**config.mk**
```make
export PLATFORM = sky130hd
export DESIGN_NAME = aes_tx_flat
export DESIGN_NICKNAME = d
export VERILOG_FILES = /design/src/rtl/aes_tx_if.sv /design/src/rtl/aes_tx.sv /design/src/flat_wrapper.sv
export SDC_FILE = /design/constraint.sdc
export NUM_CORES = 1
export LEC_CHECK = 0
export ABC_AREA = 1
export BUFFER_PORTS_ARGS = -buffer_cell sky130_fd_sc_hd__buf_2
export CORE_ASPECT_RATIO = 0.75
export CORE_MARGIN = 2
export CORE_UTILIZATION = 35
export CTS_BUF_LIST = sky130_fd_sc_hd__clkbuf_8
export DETAILED_ROUTE_END_ITERATION = 16
export PLACE_DENSITY_LB_ADDON = 0.25
export SYNTH_ARGS = -nofsm -noshare
export SYNTH_HDL_FRONTEND = slang
export SYNTH_SLANG_ARGS = --single-unit
```
**constraint.sdc**
```tcl
create_clock -name clk -period 1.8 [get_ports clk]
set_input_delay 0.09 -clock clk [delete_from_list [all_inputs] [get_ports clk]]
set_output_delay 0.09 -clock clk [all_outputs]
set_load 0.02 [all_outputs]
```
**src/rtl/aes_tx_if.sv**
```systemverilog
// aes_tx_if: block load handshake and byte-serial strobe bus of the AES port transmitter
interface aes_tx_if;
  logic [127:0] data_in;
  logic         load;
  logic         ready;
  logic [7:0]   tx;
  logic         shakehand;
  logic         busy;
  logic         done;
  modport master (output data_in, load, input ready, tx, shakehand, busy, done);
  modport slave  (input data_in, load, output ready, tx, shakehand, busy, done);
endinterface

```
**src/rtl/aes_tx.sv**
```systemverilog
// aes_tx: 128-bit block to 16 MSB-first bytes with a 0->1 shakehand strobe per byte; AES_TX_DBUF_EN adds a one-entry pending block buffer
module aes_tx #(
  parameter int SETUP_CYC = 1,
  parameter int HIGH_CYC  = 1
) (
  input logic   clk,
  input logic   rst,
  aes_tx_if.slave bus
);
  typedef enum logic [1:0] {IDLE, SETUP, STROBE} state_t;
  state_t         state;
  logic [3:0]     k;
  logic [7:0]     ph;
  logic [127:0]   shift;
  logic           acc;
  logic           last;
  logic           chain;
  logic [127:0]   chain_blk;
  assign acc  = bus.load & bus.ready;
  assign last = (state == STROBE) && (ph == 8'(HIGH_CYC - 1)) && (k == 4'd15);
`ifdef AES_TX_DBUF_EN
  logic         pend_v;
  logic [127:0] pend;
  assign bus.ready = ~pend_v;
  assign chain     = pend_v | acc;
  assign chain_blk = pend_v ? pend : bus.data_in;
  // park a block that arrives while one is in flight; the last strobe exit consumes it
  always_ff @(posedge clk) begin
    if (rst) begin
      pend_v <= 1'b0;
      pend   <= '0;
    end else if (last && pend_v) begin
      pend_v <= 1'b0;
    end else if (acc && state != IDLE && !last) begin
      pend_v <= 1'b1;
      pend   <= bus.data_in;
    end
  end
`else
  assign bus.ready = (state == IDLE);
  assign chain     = 1'b0;
  assign chain_blk = bus.data_in;
`endif
  // byte sequencer: SETUP holds tx with strobe low, STROBE raises it; tx only moves on SETUP entry
  always_ff @(posedge clk) begin
    if (rst) begin
      state         <= IDLE;
      k             <= '0;
      ph            <= '0;
      shift         <= '0;
      bus.tx        <= '0;
      bus.shakehand <= 1'b0;
      bus.busy      <= 1'b0;
      bus.done      <= 1'b0;
    end else begin
      bus.done <= 1'b0;
      case (state)
        IDLE: begin
          if (acc) begin
            state    <= SETUP;
            k        <= '0;
            ph       <= '0;
            shift    <= bus.data_in;
            bus.tx   <= bus.data_in[127:120];
            bus.busy <= 1'b1;
          end
        end
        SETUP: begin
          if (ph == 8'(SETUP_CYC - 1)) begin
            state         <= STROBE;
            ph            <= '0;
            bus.shakehand <= 1'b1;
          end else begin
            ph <= ph + 8'd1;
          end
        end
        STROBE: begin
          if (ph == 8'(HIGH_CYC - 1)) begin
            bus.shakehand <= 1'b0;
            ph            <= '0;
            if (k != 4'd15) begin
              state  <= SETUP;
              k      <= k + 4'd1;
              shift  <= shift << 8;
              bus.tx <= shift[119:112];
            end else begin
              bus.done <= 1'b1;
              k        <= '0;
              if (chain) begin
                state    <= SETUP;
                shift    <= chain_blk;
                bus.tx   <= chain_blk[127:120];
              end else begin
                state    <= IDLE;
                bus.busy <= 1'b0;
              end
            end
          end else begin
            ph <= ph + 8'd1;
          end
        end
        default: state <= IDLE;
      endcase
    end
  end
endmodule

```
**src/flat_wrapper.sv**
```systemverilog
// flat-port wrapper written by rule: the top's interface ports become plain ports
module aes_tx_flat 
#(
  parameter int SETUP_CYC = 1,
  parameter int HIGH_CYC  = 1
)
  (clk, rst, bus_data_in, bus_load, bus_ready, bus_tx, bus_shakehand, bus_busy, bus_done);
  aes_tx_if bus_i ();
  input logic clk;
  input logic rst;
  input wire logic [$bits(bus_i.data_in)-1:0] bus_data_in;
  input wire logic [$bits(bus_i.load)-1:0] bus_load;
  output wire logic [$bits(bus_i.ready)-1:0] bus_ready;
  output wire logic [$bits(bus_i.tx)-1:0] bus_tx;
  output wire logic [$bits(bus_i.shakehand)-1:0] bus_shakehand;
  output wire logic [$bits(bus_i.busy)-1:0] bus_busy;
  output wire logic [$bits(bus_i.done)-1:0] bus_done;
  assign bus_i.data_in = bus_data_in;
  assign bus_i.load = bus_load;
  assign bus_ready = bus_i.ready;
  assign bus_tx = bus_i.tx;
  assign bus_shakehand = bus_i.shakehand;
  assign bus_busy = bus_i.busy;
  assign bus_done = bus_i.done;
  aes_tx #(.SETUP_CYC(SETUP_CYC), .HIGH_CYC(HIGH_CYC)) u_core (.clk(clk), .rst(rst), .bus(bus_i));
endmodule
```
After elaboration in Yosys (flattened, before gate mapping) --
Index checks and enable logic that the tools add are counted.
Storage, ports and cells: logic and storage cells 62, flip-flop bits (word level) 145
Cells by class: eq/ne operators 8, multiplexer cells 28, reductions and logical operators 13, add/sub/neg operators 2, bitwise logic cells 3
Operators with widths (count):
- 2-to-1 mux 120 bit | 3
- one-hot mux 120 bit (2 select lines) | 1
- 2-to-1 mux 8 bit | 5
- one-hot mux 8 bit (2 select lines) | 2
- 2-to-1 mux 4 bit | 3
- AND reduction 3 bit | 3
- adder 8 x 1 -> 8 bit, second input constant | 1
- zero test 8 bit | 1
- != test 2 bit, second input constant | 4
- one-hot mux 4 bit (2 select lines) | 1
- AND reduction 4 bit | 2
- 2-to-1 mux 1 bit | 7
- 2-to-1 mux 2 bit | 3
- one-hot mux 2 bit (3 select lines) | 1
- nonzero test 2 bit | 3
- adder 4 x 1 -> 4 bit, second input constant | 1
- != test 4 bit, second input constant | 1
- one-hot mux 1 bit (2 select lines) | 2
- OR reduction 3 bit | 1
- == test 2 x 1 -> 1 bit, second input constant | 1
- == test 2 bit, second input constant | 1
- zero test 2 bit | 1
- != test 2 x 1 -> 1 bit, second input constant | 1
- NOT 1 bit | 2
- 3 further kinds | 3

Depth between registers and ports, before layout --
Gate-level depths: netlist (run 1).
depth after elaboration 4, depth in mapped cells 12, gate-level depth less buffers 10

Worst setup path after synthesis (run 1) --
Ideal clock, no wire load.
path kind reg-to-reg, from register u_core.state[0], to register u_core.shift[55], setup time 110 ps, stages on the path, launching flop included 12, data required time 1690 ps, arrival 1699 ps, path slack -9 ps, cell sequence dfxtp_1 inv_1 ha_1 inv_1 nor2_1 a21oi_1 buf_2 buf_4 buf_2 nand4_1 nand2_1 nor2_1
On the way: cells in the longest elaborated chain, start to end 4
RTL lines:
- start, declared | line aes_tx.sv:11 | state_t state;
- start signal, assigned | line aes_tx.sv:47 | state <= IDLE;
- start signal, assigned | line aes_tx.sv:60 | state <= SETUP;
- start signal, assigned | line aes_tx.sv:70 | state <= STROBE;
- zero test 2 bit * | line aes_tx.sv:40 | assign bus.ready = (state == IDLE);
- net bus_ready | line flat_wrapper.sv:13 | output wire logic [$bits(bus_i.ready)-1:0] bus_ready;
- AND 1 bit | line aes_tx.sv:19 | assign acc = bus.load & bus.ready;
- != test 2 bit (no line)
- AND reduction 4 bit (no line)
- end signal, assigned | line aes_tx.sv:63 | shift <= bus.data_in;
- end signal, assigned | line aes_tx.sv:84 | shift <= shift << 8;
- end signal, assigned | line aes_tx.sv:91 | shift <= chain_blk;
- end, declared | line aes_tx.sv:14 | logic [127:0] shift;
The timed path passes the listed nets; every way through them passes the cells marked *. A chain may end at the register's enable or synchronous reset.

Worst setup path after layout (run 1) --
from register u_core.ph[1], to register u_core.shift[67]
On the way: cells in the longest elaborated chain, start to end 3
RTL lines:
- start, declared | line aes_tx.sv:13 | logic [7:0] ph;
- start signal, assigned | line aes_tx.sv:74 | ph <= ph + 8'd1;
- start signal, assigned | line aes_tx.sv:99 | ph <= ph + 8'd1;
- zero test 8 bit
- != test 2 bit (no line)
- AND reduction 4 bit (no line)
Every way passes these cells.

==> results.txt, run 1 <==
----------------------------------------------------
[Run status]
  Result of the run ... finished clean

[Synthesis]
  Average size of a mapped cell ... 6.230 µm²
  Post-synthesis mux area share ... 0
  Number of distinct library cells after synthesis ... 24
  Synthesized instance count ... 1342
  Dominant combinational cell family by area after synthesis ... simple AND/OR/NAND/NOR gates
  Mapped Area ... 0.008361 mm²
  Async set or reset register ratio after synthesis ... 0
  Simple logic cell fraction of the synthesized area ... 0.3482
  Number of warning messages in the yosys log ... 0
  Top FF cell, synth ... sky130_fd_sc_hd__dfxtp_1
  #FFs+latches synth ... 145
  Sequential fraction of the synthesis area ... 0.3472
  Syn nets ... 1480
  Area share of fa/ha/maj cells after synthesis ... 0.01048
  XOR/XNOR Fraction of Synth Area ... 0.005238
  Number of flops mapped to enable cells by yosys ... 0
  Area fraction in compound gates after synthesis ... 0.1209

[Timing]
  Worst Hold Margin ... 0.02615 ns
  Fin crit share ... 0.9778
  Worst clock skew ... 0.01263 ns
  Unrepaired setup endpoints after global routing ... yes
  Achievable frequency ... 0.5682 GHz
  Sum of negative setup slack ... 0 ns
  Final Hold Fails ... 0
  Worst Max-Slew Pin Slew ... 0.3216 ns
  Minimum clock period ... 1.760 ns
  Worst-case headroom to the max-slew limit ... 0.7836
  Endpoints failing setup ... 0
  Final slew viol count ... 0

[Setup path]
  Reg-to-reg slack, setup ... 0.04 ns
  Cell-by-cell listing of the critical path ... inv_1, ha_2, nand2_1, nor2_2, nand2_2, nand2_4, nand3_4, buf_12, clkbuf_16, nand2_1, inv_1, nor2_1
  Type of the worst setup path ... reg -> reg
  Critical path required time ... 2.19 ns
  Maximum fanout along the worst path ... 15
  Worst setup EP type ... flop
  Critical Path Source Type ... flop
  Slowest cell on crit path ... sky130_fd_sc_hd__dfxtp_1
  Largest stage delay on the critical path ... 0.34 ns
  Number of buffer and inverter instances along the worst setup path ... 4
  Arrival time at the worst endpoint ... 2.15 ns
  Cell family with the largest share of critical-path delay ... simple AND/OR/NAND/NOR gates

[Power and ir drop]
  Largest voltage drop on the vdd net ... 0.5465 mV
  Total chip power ... 13.61 mW
  Leakage dissipation ... 5.792 nW
  Areal power density over the cells ... 1293 mW/mm²

[Route]
  Antenna-violating nets left ... 0
  Iter 0 DRT Violations ... 628
  Vias per Instance ... 4.685
  Post-detailed-route DRC marker count ... 0
  Average wire length per cell after detail routing ... 13.89 µm
  Final Routed Wirelength ... 24.76 mm
  Wire length on met1 ... 12.36 mm
  Via total after detailed routing ... 8354
  Detailed Routing Iterations Pass 1 ... 5
  Highest metal layer used by the detailed router ... met4
  Met3 layer wire length in the routed design ... 1.338 mm
  Met2 Routed Length ... 10.77 mm

[Placed design]
  Post-Place Cell Area ... 0.009642 mm²
  Final GP Congestion ... 0.8486
  Instance count after placement with tap cells included ... 1727
  Half-perimeter wire length after placement ... 14.87 mm
  PortBufs ... 142

[Clocking]
  TritonCTS clock tree ... built
  Master cell of the clock root buffer ... sky130_fd_sc_hd__clkbuf_8
  Skew-Pair Late Insertion Delay ... 0.46 ns
  Clock transition at path regs ... 0.09 ns
  CTS Buffer Depth ... 2
  TritonCTS buffer count ... 17
  Number of clock sinks seen by CTS ... 145
  H-tree lvl count ... 4

[Final layout]
  Relative area change from synthesis to final layout ... 25.92%
  Share of final-layout standard cells stronger than drive strength 1 ... 0.1672
  Commonest cells after routing, fill and taps aside ... sky130_fd_sc_hd__nand2_1 (400), sky130_fd_sc_hd__inv_1 (256), sky130_fd_sc_hd__buf_2 (142), sky130_fd_sc_hd__dfxtp_1 (142), sky130_fd_sc_hd__nor2_1 (137)
  Filler instances ... 2435
  NumNets Final ... 1608
  Non-filler cells, final ... 1783
  Most common library cell in the layout ignoring fill and taps ... sky130_fd_sc_hd__nand2_1
  Design Area, Final ... 0.01053 mm²
  Total area of sequential cells ... 0.002912 mm²
  Total area of multi-input combinational cells ... 0.004135 mm²
  Count of antenna diodes in the layout ... 0

[Global routing]
  Total track usage ... 0.1815
  Via count of the first global-routing pass ... 7353
  Pin count of the biggest net entering global routing ... 67
  Initial antenna violation count ... 0
  Wire length of the first global-routing pass ... 36.65 mm
  Global-route congestion overflow total ... 0

[Floorplanning]
  Die boundary width ... 182.5 µm
  Die outline height ... 137.9 µm
  Starting Density ... 0.3597
  Rows ... 48
  Core outline area ... 0.02324 mm²
  I/O pins ... 143
  Die Outline Area ... 0.02515 mm²

[Job]
  Count of max-cap constraint violations ... 0

[Min path]
  Worst min-delay path category ... in -> reg

----------------------------------------------------
==> power breakdown <==
part	switching (mW)	internal, mW	total (mW)	leakage (nW)
clock	1.39	1.41	2.80	0.208
combinational	3.79	2.63	6.42	4.38
sequential	0.261	4.14	4.40	1.20
==> stage by stage <==
stage | utilization | setup slack (ns)
after detailed placement | 0.4148 | -0.008988
after floorplan | - | 0.07038
final | 0.4530 | 0.04005
after global routing | 0.4530 | -0.04278
after CTS | 0.4373 | 0.001403
after global placement | 0.4148 | 0.01002
==> cell families (layout without fill, tap and decap cells) <==
group,after synthesis,count (layout)
compound gates,142,142
simple gates,686,686
xor+xnor,5,5
flops,145,145
buf+inv,357,498
fa+ha+maj,7,7
==> cells in the mapped netlist, types with 3 or more instances <==
master	number	share of area
sky130_fd_sc_hd__nand2_1	403	0.18
sky130_fd_sc_hd__xor2_1	5	0.0052
sky130_fd_sc_hd__a21oi_1	18	0.011
sky130_fd_sc_hd__clkbuf_1	38	0.017
sky130_fd_sc_hd__buf_1	11	0.0049
sky130_fd_sc_hd__nor3_1	4	0.0024
sky130_fd_sc_hd__inv_1	259	0.12
sky130_fd_sc_hd__buf_2	45	0.027
sky130_fd_sc_hd__nor2_1	139	0.062
sky130_fd_sc_hd__o21a_1	112	0.10
sky130_fd_sc_hd__nand3_1	15	0.0090
sky130_fd_sc_hd__ha_1	7	0.010
sky130_fd_sc_hd__o21ai_0	3	0.0018
sky130_fd_sc_hd__dfxtp_1	145	0.35
sky130_fd_sc_hd__a21boi_0	8	0.0072
sky130_fd_sc_hd__nand4_1	121	0.091
==> path summary, 6_finish.rpt <==
check | from | end | cells after the start
worst max-delay path | u_core.ph[1] | u_core.shift[67] | 12
worst min-delay path | bus_data_in[10] | u_core.shift[10] | 5
worst min register to register | u_core.shift[2] | u_core.shift[2] | 2
worst max register to register | u_core.ph[1] | u_core.shift[67] | 12
==> tightest hold or removal path, cell delays in order <==
cell,delay (ns)
sky130_fd_sc_hd__buf_2,0.09
sky130_fd_sc_hd__a21boi_0,0.08
sky130_fd_sc_hd__nand4_1,0.08
sky130_fd_sc_hd__nand2_1,0.05
sky130_fd_sc_hd__nor2_1,0.07
==> per-layer routing <==
| layer | global-route usage | vias to the layer above |
|---|---|---|
| met1 | 0.2597 | 3745 |
| met4 | 0.04570 | 0 |
| met5 | 0 | - |
| met2 | 0.2793 | 210 |
| met3 | 0.03650 | 21 |
| li1 | - | 4378 |
==> layout make-up <==
type / count / area share
clock buffers: 18 / 0.02353
clock inverters: 14 / 0.01569
inverters: 261 / 0.09425
multi-input cells: 840 / 0.3928
flip-flops and latches: 145 / 0.2766
well taps: 300 / 0.03565
repair buffers: 205 / 0.1615
==> state kept, by name, summed over array words and instances (netlist names) <==
| name | cells |
|---|---|
| u_core.shift | 120 |
| u_core.bus.shakehand | 1 |
| u_core.bus.done | 1 |
| u_core.bus.tx | 8 |
| u_core.k | 4 |
| u_core.ph | 8 |
| u_core.state | 2 |
| u_core.bus.busy | 1 |
==> timing repair <==
| item | CTS | global route |
|---|---|---|
| endpoints found under the hold margin | 10 | 0 |
| hold buffers | 10 | 0 |
| pin swaps | 1 | 8 |
| resized for setup | 2 | 25 |
| gates cloned | 0 | 10 |
| endpoints found under the setup margin | 2 | 130 |
| setup buffers | 0 | 4 |
No activity file was read; power rests on OpenSTA's default activity.
==> run 2, diff against run 1 <==
--- a/config.mk
+++ b/config.mk
@@ -12,7 +12,9 @@
 export CORE_UTILIZATION = 35
 export CTS_BUF_LIST = sky130_fd_sc_hd__clkbuf_8
 export DETAILED_ROUTE_END_ITERATION = 16
-export PLACE_DENSITY_LB_ADDON = 0.25
+export GPL_ROUTABILITY_DRIVEN = 0
+export GPL_TIMING_DRIVEN = 1
+export PLACE_DENSITY_LB_ADDON = 0.05
 export SYNTH_ARGS = -nofsm -noshare
 export SYNTH_HDL_FRONTEND = slang
 export SYNTH_SLANG_ARGS = --single-unit
==> results.txt, run 2 (synthesis gave the netlist of run 1 again) <==
----------------------------------------------------
[Timing]
  Worst Hold Margin ... 0.04363 ns (+0.01748 ns)
  Unrepaired setup endpoints after global routing ... yes
  Minimum clock period ... 1.716 ns (-0.04436 ns)
  Endpoints failing setup ... 0 (unchanged)
  Post-route setup slack ... 0.08441 ns (+0.04436 ns)
  Final slew viol count ... 0 (unchanged)
  Final Hold Fails ... 0 (unchanged)
  Sum of negative setup slack ... 0 ns (unchanged)
  Worst Max-Slew Pin Slew ... 0.3053 ns (-0.01633 ns)
  Achievable frequency ... 0.5829 GHz (+2.6%)
  Worst clock skew ... 0.01567 ns (+0.003034 ns)
  Worst-case headroom to the max-slew limit ... 0.7965 (+0.01286)
  Fin crit share ... 0.9531 (-0.02464)

[Floorplanning]
  Die outline height ... 137.9 µm (unchanged)
  Starting Density ... 0.3597 (unchanged)
  Die boundary width ... 182.5 µm (unchanged)
  Rows ... 48 (unchanged)
  Core outline area ... 0.02324 mm² (unchanged)
  Die Outline Area ... 0.02515 mm² (unchanged)
  I/O pins ... 143 (unchanged)

[Global routing]
  Wire length of the first global-routing pass ... 38.15 mm (+4.1%)
  Global-route congestion overflow total ... 0 (unchanged)
  Via count of the first global-routing pass ... 7391 (+0.52%)
  Total track usage ... 0.1899 (+0.008348)
  Pin count of the biggest net entering global routing ... 50 (-25%)
  Initial antenna violation count ... 0 (unchanged)

[Final layout]
  NumNets Final ... 1629 (+1.3%)
  Biggest registers after layout ... u_core.shift x120, u_core.bus.tx x8, u_core.ph x8
  Total area of sequential cells ... 0.002904 mm² (-0.26%)
  Relative area change from synthesis to final layout ... 27.67%
  Non-filler cells, final ... 1804 (+1.2%)
  Biggest register ... u_core.shift
  Largest register FFs ... 120 (unchanged)
  Commonest cells after routing, fill and taps aside ... sky130_fd_sc_hd__nand2_1 (385), sky130_fd_sc_hd__inv_1 (254), sky130_fd_sc_hd__dfxtp_1 (144)
  Filler instances ... 2545 (+4.5%)
  Design Area, Final ... 0.01067 mm² (+1.4%)
  Post-Route Utilization ... 0.4592 (+0.006298)
  Share of final-layout standard cells stronger than drive strength 1 ... 0.1915 (+0.02426)
  Most common library cell in the layout ignoring fill and taps ... sky130_fd_sc_hd__nand2_1
  Total area of multi-input combinational cells ... 0.004189 mm² (+1.3%)
  Count of antenna diodes in the layout ... 0 (unchanged)

[Placed design]
  Instance count after placement with tap cells included ... 1746 (+1.1%)
  Post-Place Cell Area ... 0.009772 mm² (+1.3%)
  PortBufs ... 142 (unchanged)
  Half-perimeter wire length after placement ... 16.11 mm (+8.4%)
  Placement Setup Slack ... 0.02648 ns (+0.03547 ns)

[Clocking]
  TritonCTS clock tree ... built
  CTS Buffer Depth ... 2 (unchanged)
  Master cell of the clock root buffer ... sky130_fd_sc_hd__clkbuf_8
  Number of clock sinks seen by CTS ... 145 (unchanged)
  Clock transition at path regs ... 0.09 ns (about the same)
  Skew-Pair Late Insertion Delay ... 0.45 ns (about the same)
  TritonCTS buffer count ... 17 (unchanged)
  H-tree lvl count ... 4 (unchanged)

[Route]
  Iter 0 DRT Violations ... 466 (-26%)
  Average wire length per cell after detail routing ... 13.93 µm (+0.32%)
  Via total after detailed routing ... 8232 (-1.5%)
  Post-detailed-route DRC marker count ... 0 (unchanged)
  Detailed Routing Iterations Pass 1 ... 4 (-1)
  Vias per Instance ... 4.563 (-2.6%)
  Antenna-violating nets left ... 0 (unchanged)
  Final Routed Wirelength ... 25.13 mm (+1.5%)

[Power and ir drop]
  Largest voltage drop on the vdd net ... 0.5144 mV (-5.9%)
  Leakage dissipation ... 5.839 nW (+0.82%)
  Total chip power ... 13.74 mW (+0.98%)
  Areal power density over the cells ... 1288 mW/mm² (-0.41%)

[Setup path]
  Worst reg2reg path startpoint ... u_core.state[0]
  Critical Path Source Type ... flop
  Worst setup EP type ... flop
  Type of the worst setup path ... reg -> reg
  Beginning of the critical path ... u_core.state[0]
  Maximum fanout along the worst path ... 7 (-8)
  Critical path required time ... 2.19 ns (about the same)
  Arrival time at the worst endpoint ... 2.10 ns (-0.05 ns)

[Run status]
  Result of the run ... finished clean

[Min path]
  Worst min-delay path category ... in -> reg
  Hold path startpoint ... bus_data_in[12]

[Job]
  Count of max-cap constraint violations ... 0 (unchanged)

----------------------------------------------------
## run 2: worst max-delay path: stages, from the launching register on
cell and delay (ns):
sky130_fd_sc_hd__dfxtp_1 0.35, sky130_fd_sc_hd__inv_2 0.07, sky130_fd_sc_hd__ha_4 0.17, sky130_fd_sc_hd__inv_4 0.07, sky130_fd_sc_hd__nor2_2 0.05, sky130_fd_sc_hd__a21oi_4 0.25
sky130_fd_sc_hd__nand3_4 0.15, sky130_fd_sc_hd__clkbuf_16 0.21, sky130_fd_sc_hd__clkbuf_16 0.17, sky130_fd_sc_hd__nand2_1 0.05, sky130_fd_sc_hd__inv_1 0.03, sky130_fd_sc_hd__nor2_1 0.09
## run 2: path summary, 6_finish.rpt
kind | end | slack, ns | depth (start not counted)
max | u_core.shift[57] | 0.08 | 11
min | u_core.shift[12] | 0.04 | 5
max reg2reg | u_core.shift[57] | 0.08 | 11
min reg2reg | u_core.shift[5] | 0.46 | 2
## run 2: routing by layer
layer,part of all wire,GRT usage,wire length [µm],vias to the layer above
li1,-,-,-,4422
met4,0.0027,0.03002,67,0
met2,0.41,0.2843,10420,157
met1,0.54,0.2850,13580,3649
met3,0.043,0.03676,1071,4
met5,0,0,0,-
## run 2: what timing repair did
action / 4_1_cts / 5_1_grt
setup endpoints to repair: 2 / 131
gates cloned: 0 / 11
hold endpoints to repair: 9 / 0
resized for setup: 2 / 45
setup buffers: 0 / 6
hold buffers: 9 / 0
pin swaps: 0 / 10
## run 2: cell type report
class,instances,share of cell area
multi-input cells,840,0.3925
flip-flops and latches,145,0.2721
repair buffers,226,0.1711
inverters,261,0.09296
well taps,300,0.03517
clock buffers,18,0.02321
clock inverters,14,0.01301
## run 2: power by group
group          total [mW]  internal [mW]  switching [mW]
registers            4.38           4.13           0.251
logic                6.74           2.86            3.87
clock network        2.63           1.26            1.37
